$ cat src/rtl/hue_cycler.sv
// Hue/saturation/value animator: steps hue every N frames and pulses brightness
// between v_min and v_max, feeding an HSV-to-RGB converter.
//
// state | meaning
// HOLD  | v parked at v_max; pulse disabled or bounds degenerate
// RISE  | v climbing by V_STEP toward v_max
// FALL  | v descending by V_STEP toward v_min
module hue_cycler #(
  parameter int V_STEP   = 4,
  parameter int HUE_WRAP = 360
) (
  input  logic       clk,
  input  logic       rst_n,
  input  logic       frame_tick,
  input  logic       en,
  input  logic [3:0] hue_step,
  input  logic [5:0] frames_per_step,
  input  logic       pulse_en,
  input  logic [7:0] v_min,
  input  logic [7:0] v_max,
  input  logic [7:0] s_in,
  input  logic       load,
  input  logic [8:0] load_hue,
  output logic [8:0] h,
  output logic [7:0] s,
  output logic [7:0] v,
  output logic       hsv_valid
);

  typedef enum logic [1:0] {HOLD, RISE, FALL} vstate_e;

  localparam logic [8:0] WRAP9 = 9'(HUE_WRAP);
  localparam logic [8:0] STEP9 = 9'(V_STEP);
  localparam logic [7:0] STEP8 = 8'(V_STEP);

  vstate_e    state_q;
  logic [5:0] div_q;
  logic [8:0] h_q;
  logic [7:0] s_q;
  logic [7:0] v_q;
  logic       hsv_valid_q;

  logic       tick_en;
  logic       advance;
  logic       pulse_ok;
  logic [5:0] limit_m1;
  logic [8:0] h_sum;
  logic [8:0] h_adv_d;
  logic [8:0] h_load_d;
  logic [8:0] v_sum;
  logic [7:0] v_rise_d;
  logic [7:0] v_fall_d;

  // ">=" rather than "==" so a divider shortened mid-count still advances promptly
  assign limit_m1 = (frames_per_step == 6'd0) ? 6'd0 : frames_per_step - 6'd1;
  assign tick_en  = en & frame_tick;
  assign advance  = tick_en & (div_q >= limit_m1);
  assign pulse_ok = pulse_en & (v_min < v_max);

  assign h_sum    = h_q + {5'd0, hue_step};
  assign h_adv_d  = (h_sum >= WRAP9) ? h_sum - WRAP9 : h_sum;
  assign h_load_d = (load_hue >= WRAP9) ? load_hue - WRAP9 : load_hue;

  assign v_sum    = {1'b0, v_q} + STEP9;
  assign v_rise_d = (v_sum >= {1'b0, v_max}) ? v_max : v_sum[7:0];
  assign v_fall_d = ({1'b0, v_q} >= ({1'b0, v_min} + STEP9)) ? v_q - STEP8 : v_min;

  always_ff @(posedge clk) begin
    if (!rst_n) begin
      state_q     <= HOLD;
      div_q       <= 6'd0;
      h_q         <= 9'd0;
      s_q         <= 8'd0;
      v_q         <= 8'd0;
      hsv_valid_q <= 1'b0;
    end else begin
      hsv_valid_q <= load | advance;

      if (load) begin
        h_q   <= h_load_d;
        s_q   <= s_in;
        div_q <= 6'd0;
      end else if (tick_en) begin
        div_q <= advance ? 6'd0 : div_q + 6'd1;
        if (advance) begin
          h_q <= h_adv_d;
          s_q <= s_in;
        end
      end

      // Brightness moves only on an advance, even when a load shares the cycle
      if (advance) begin
        if (!pulse_ok) begin
          state_q <= HOLD;
          v_q     <= v_max;
        end else begin
          unique case (state_q)
            HOLD: begin
              state_q <= RISE;
              v_q     <= v_min;
            end
            RISE: begin
              v_q <= v_rise_d;
              if (v_rise_d == v_max) state_q <= FALL;
            end
            FALL: begin
              v_q <= v_fall_d;
              if (v_fall_d == v_min) state_q <= RISE;
            end
            default: begin
              state_q <= HOLD;
              v_q     <= v_max;
            end
          endcase
        end
      end
    end
  end

  assign h         = h_q;
  assign s         = s_q;
  assign v         = v_q;
  assign hsv_valid = hsv_valid_q;

endmodule

$ cat config.mk
export PLATFORM = sky130hd
export DESIGN_NAME = hue_cycler
export DESIGN_NICKNAME = d
export VERILOG_FILES = /design/src/rtl/hue_cycler.sv
export SDC_FILE = /design/constraint.sdc
export NUM_CORES = 1
export LEC_CHECK = 0
export ABC_AREA = 1
export BUFFER_PORTS_ARGS = -buffer_cell sky130_fd_sc_hd__buf_2
export CAP_MARGIN = 20
export CORE_MARGIN = 2
export CORE_UTILIZATION = 50
export CTS_BUF_LIST = sky130_fd_sc_hd__clkbuf_8
export CTS_CLUSTER_SIZE = 20
export DETAILED_ROUTE_END_ITERATION = 10
export PLACE_DENSITY = 0.85
export SYNTH_ARGS = -nofsm -noshare
export SYNTH_HDL_FRONTEND = slang
export SYNTH_SLANG_ARGS = --single-unit
$ cat constraint.sdc
create_clock -name clk -period 4.1 [get_ports clk]
set_input_delay 0.41 -clock clk [delete_from_list [all_inputs] [get_ports clk]]
set_output_delay 0.41 -clock clk [all_outputs]
set_load 0.005 [all_outputs]
# Word level (Yosys, flattened, before mapping)
# Index checks and enable logic that the tools add are counted.
[classes] n_addsub=8 n_mux=18 n_eq_ne=6 bitwise=5 n_reduce_logical=7 n_lt_le_gt_ge=6
[ops] operator="2-to-1 mux 8 bit" count=6
[ops] operator="2-to-1 mux 9 bit" count=5
[ops] operator="one-hot mux 8 bit (3 select lines)" count=1
[ops] operator="adder 8 x 3 -> 9 bit (second input constant)" count=2
[ops] operator="greater-or-equal comparator 9 bit (second input constant)" count=2
[ops] operator="subtractor 9 bit (second input constant)" count=2
[ops] operator="equality test 8 bit" count=2
[ops] operator="2-to-1 mux 6 bit" count=2
[ops] operator="adder 9 x 4 -> 9 bit" count=1
[ops] operator="greater-or-equal comparator 8 x 9 -> 1 bit" count=1
[ops] operator="greater-or-equal comparator 9 x 8 -> 1 bit" count=1
[ops] operator="< comparator 8 bit" count=1
[ops] operator="subtractor 8 x 3 -> 8 bit (second input constant)" count=1
[ops] operator="adder 6 x 1 -> 6 bit (second input constant)" count=1
[ops] operator="greater-or-equal comparator 6 bit" count=1
[ops] operator="zero test 6 bit" count=1
[ops] operator="2-to-1 mux 2 bit" count=3
[ops] operator="inequality test 3 bit (second input constant)" count=2
[ops] operator="one-hot mux 2 bit (3 select lines)" count=1
[ops] operator="subtractor 6 x 1 -> 6 bit (second input constant)" count=1
[ops] operator="nonzero test 2 bit" count=2
[ops] operator="AND 1 bit" count=3
[ops] operator="AND reduction 3 bit" count=1
[ops] operator="equality test 2 x 1 -> 1 bit (second input constant)" count=1
[ops] operator="other kinds (6)" count=6
[totals] in_bits=49 output_inout_bits=26 regBits=34

# Logic depth before layout (Yosys ltp)
[depth] ltp_word=7 depth_mapped=24

# Worst setup path before layout
# OpenSTA, ideal clock, no wires.
[synth_timing] kind="input to register" startpoint="input port frames_per_step[0]" endpoint="register v_q[4] (netlist: v[4])" t_required_ns=3.981 arrival_ns=2.580 slack_ns=1.401 stages=17 n_path_buf=2 path_cell_list="inv_1 -> ha_1 -> inv_1 -> nor3_1 -> nand3_1 -> nand2_1 -> ha_1 -> inv_1 -> nor2_1 -> o211ai_1 -> o2111ai_1 -> nand2_1 -> clkbuf_1 -> inv_1 -> clkbuf_1 -> o21ai_0 -> a21oi_1"
[synth_via] elab_chain_len=4 word_cells_on_any_way=5 cone_classes="add/sub: 1; order compare: 1; mux: 1; bitwise: 1; reduce/logical: 1"
[synth_lines] item="start, declared" line_no="17" rtl="input logic [5:0] frames_per_step,"
[synth_lines] item="subtractor 6 x 1 -> 6 bit or zero test 6 bit (tied branches)" line_no="55" rtl="assign limit_m1 = (frames_per_step == 6'd0) ? 6'd0 : frames_per_step - 6'd1;"
[synth_lines] item="2-to-1 mux 6 bit *" line_no="55"
[synth_lines] item="greater-or-equal comparator 6 bit *" line_no="57" rtl="assign advance = tick_en & (div_q >= limit_m1);"
[synth_lines] item="AND 1 bit *" line_no="57"
[synth_lines] item="end signal, assigned" line_no="95" rtl="v_q <= v_max;"
[synth_lines] item="end signal, assigned" line_no="100" rtl="v_q <= v_min;"
[synth_lines] item="end signal, assigned" line_no="103" rtl="v_q <= v_rise_d;"
[synth_lines] item="end, declared" line_no="40" rtl="logic [7:0] v_q;"
# Every way passes the cells marked *; elsewhere a longest branch is shown, timed or not.
# A chain may end at the register's enable or synchronous reset.

# Worst setup path after layout
[layout_timing] startpoint="register v_q[2] (netlist: v[2])" endpoint="register v_q[0] (netlist: v[0])"
[layout_via] elab_chain_len=5 word_cells_on_any_way=7 cone_classes="add/sub: 1; order compare: 2; mux: 4"
[layout_lines] item="adder 8 x 3 -> 9 bit" line_no="64" rtl="assign v_sum = {1'b0, v_q} + STEP9;"
[layout_lines] item="greater-or-equal comparator 9 x 8 -> 1 bit" line_no="65" rtl="assign v_rise_d = (v_sum >= {1'b0, v_max}) ? v_max : v_sum[7:0];"
[layout_lines] item="2-to-1 mux 8 bit" line_no="65"
[layout_lines] item="one-hot mux 8 bit (3 select lines) *" line_no="97" rtl="unique case (state_q)"
[layout_lines] item="2-to-1 mux 8 bit *" line_no="93" rtl="if (!pulse_ok) begin"
# Marks and branches as above.

==> metrics.md <==
| Metric | Value |
|---|---|
| Max frequency | between 0.3 and 0.4 GHz |
| Seq/Total Area, Yosys | 0.184 |
| Cells after synthesis | between 500 and 600 |
| Setup TNS after final layout | 0 ns |
| Drt first pass iters | 5 |
| Minimum hold slack | 0.334 ns |
| # nets final | 750 |
| Clock tree buffer depth | 2 |
| Netlist cell types | 38 |
| Most common cell after layout, fill and taps aside | nand2_1 |
| Clock-pin slew on the worst setup and hold paths | about 0.070 ns |
| CTS Buf Count | 5 |
| Initial core utilization | 0.512 |
| WP buf/inv | 4 |
| Yosys warning total | 0 |
| Slew margin rel. | 0.618 |
| Area contributors post-synth | dfxtp_1 18%, nand2_1 14%, ha_1 14% |
| Tmin final | between 3 and 4 ns |
| Sequential share of power | 0.402 |
| Setup crit start | v[2] |
| Clock network fraction of total power | 0.298 |
| Die Ht | ~90 um |
| Syn nets | 684 |
| Layout cells sized above 1 | 0.144 |
| Min-delay src | s_in[5] |
| Leak Pwr | ~2.3 nW |
| CP Class | flip-flop to flip-flop |
| Clock Skew | ~0.0046 ns |
| Sw power | around 0.31 mW |
| Fin worst setup slack | approximately 0.83 ns |
| Sw frac | 0.349 |
| Worst slack, placed | 0.635 ns |
| # setup viols final | 0 |
| Slew @ Worst Pin | between 0.5 and 0.6 ns |
| Number of buffers added on ports | between 70 and 80 |
| Synthesized area | 0.00369 sq mm |
| Iter 0 DRT Violations | 165 |
| Gate power share | 0.300 |
| Clk_lat worst skew | approximately 0.29 ns |
| DR DRC count | 0 |
| Crit path max fanout | 17 |
| Grt ovf | 0 |
| CTS Sinks | 34 |
| Post-synth top area share | 0.184 |
| HPWL Detailed | approximately 7.9 mm |
| Total power | slightly below 0.9 mW |
| CP required | approximately 4.3 ns |
| H-tree lvl count | 2 |
| CTS tree | built |
| Most frequent cells in the layout | 136 x nand2_1, 92 x inv_1, 74 x buf_2 |
| FP Rows | 31 |
| CP dominant cell by count | nand2_1 |
| Final worst path period share | 0.799 |
| CP max stage delay | around 0.52 ns |
| Max rail drop VDD | about 0.22 mV |
| Die footprint | 0.00809 sq mm |
| Post-route ant nets | 0 |
| Power density over the cells | approximately 210 mW/mm^2 |
| RSZ-0062 raised after global routing | false |
| Critical Path Start Type | flip-flop |
| CP Cell Sequence | inv_1 -> ha_1 -> ha_1 -> nand2_1 -> inv_1 -> nand2_1 -> nand2_1 -> nand2_1 -> nand2_1 -> nand2_1 -> buf_4 -> and2_1 -> o21ai_0 -> nand2_1 -> nand3_1 -> nand2_1 -> o211ai_1 -> nand2_1 -> inv_1 |
| Final Hold Vio Count | 0 |
| Initial antenna violation count | 0 |
| Worst endpoint data arrival time | 3.47 ns |
| Die width | about 90 um |
| Number of vias per cell | 5.43 |
| Drt wl/cell | about 13 um |
| Number of global-route vias before repair | about 3.8k |
| Pint | approximately 0.58 mW |
| Family with the most delay on the worst path | simple AND/OR/NAND/NOR gates |
| Max Cap Violations | 0 |
| Clk Tree Root Cell | clkbuf_8 |
| Core footprint | approximately 0.0072 sq mm |
| Ant. Diodes | 0 |
| Area Overhead vs Synth | 13.8% |
| Total length of routed wires | roughly 10 mm |
| Vias | ~4.1k |
| Largest net degree at the start of global routing | 32 |
| Seq cells post-synth | 34 |
| Gpl congestion | ~0.95 |
| CP max stage cell | dfxtp_1 |
| Origin of the critical flop-to-flop path | v[2] |
| Worst min path class | input pin to flip-flop |
| Leading area contributor after synthesis | dfxtp_1 |
| Max Slew Vio Count | 0 |
| I/O pins | 75 |
| Total GRT Usage | 0.251 |
| Cts repair resizes | 0 |
| Postcts setup bufs | 0 |
| First-pass GRT wire length | approximately 17 mm |
| Syn Area/Cell | 6.21 sq um |
| Status | completed |
| Post-cts hold buffer count | 0 |
| Crit. End Element | flip-flop |
-- through the flow --
step | cells | instance area, sq um | util
global placement | 752 | 4110 | 0.569
CTS | 760 | 4200 | 0.582
global route | 760 | 4200 | 0.582
floorplan | 594 | 3690 | -
detailed placement | 752 | 4110 | 0.569
finish | 760 | 4200 | 0.582
-- per-layer routing --
layer,global-route usage,wire [um],vias to the layer above
met5,0,0,-
met4,0.0923,285,0
met3,0.0427,616,26
met2,0.448,4760,164
met1,0.301,4390,1832
li1,-,-,2104
-- final timing paths --
kind	end	slack, ns	depth (start not counted)
hold reg to reg	s[5]	0.52	2
hold / removal	s[5]	0.33	3
setup reg to reg	v[0]	0.83	19
setup / recovery	v[0]	0.83	19
-- layout make-up --
class,count,area (sq um)
sequential,34,681
fill,725,3010
clock inverter,2,12.5
tap,99,124
clock buffer,6,82.6
inverter,93,349
timing repair buffer,76,385
multi-input combinational,450,2570
-- flip-flops by register name, indices dropped and copies added (netlist names) --
name	cells
div_q	6
h	9
state_q	2
s	8
hsv_valid	1
v	8
-- cell families (layout without fill, tap and decap cells) --
| group | Yosys count | in the layout | synth area share |
|---|---|---|---|
| and+or+nand+nor | 277 | 277 | 0.328 |
| AOI/OAI and AO/OA | 110 | 110 | 0.175 |
| xor gates and xnor gates | 22 | 22 | 0.0522 |
| buffers and inverters | 110 | 177 | 0.120 |
| adders and majority gates | 41 | 41 | 0.141 |
| DFF | 34 | 34 | 0.184 |
-- tightest hold or removal path, cell delays in order --
cell	delay, ns
buf_2	0.08
nor2_1	0.03
nor2_1	0.08
-- synth_stat cells --
library cell	n
xor2_1	16
a21oi_2	2
nand2_1	136
ha_1	40
or2_2	1
o21bai_1	1
o211ai_1	16
dfxtp_1	34
o21ai_0	42
or2_0	1
nand2_2	1
o2111a_1	1
o41ai_1	1
nand3b_1	1
and2_1	1
o21a_4	1
a21oi_1	35
xnor2_1	6
inv_1	92
buf_6	3
nor2_1	53
nand3_2	3
o21ai_2	1
a32o_1	1
clkbuf_1	8
nand4_1	24
o311ai_0	1
clkinv_1	1
a31oi_1	4
nor3_1	8
nand2_4	1
nor2_2	1
buf_2	6
o21a_1	1
o2111ai_1	1
o21ai_1	2
fa_1	1
nand3_1	46
-- power groups by stage --
stage | Combinational (mW) | Sequential (mW) | Clock (mW)
3_3_place_gp | 0.254 | 0.367 | 0
5_1_grt | 0.306 | 0.361 | 0.289
4_1_cts | 0.266 | 0.359 | 0.269
2_1_floorplan | 0.176 | 0.364 | 0
6_report | 0.269 | 0.360 | 0.267
3_5_place_dp | 0.265 | 0.367 | 0
Note: power is estimated with default switching activity, not from simulation.
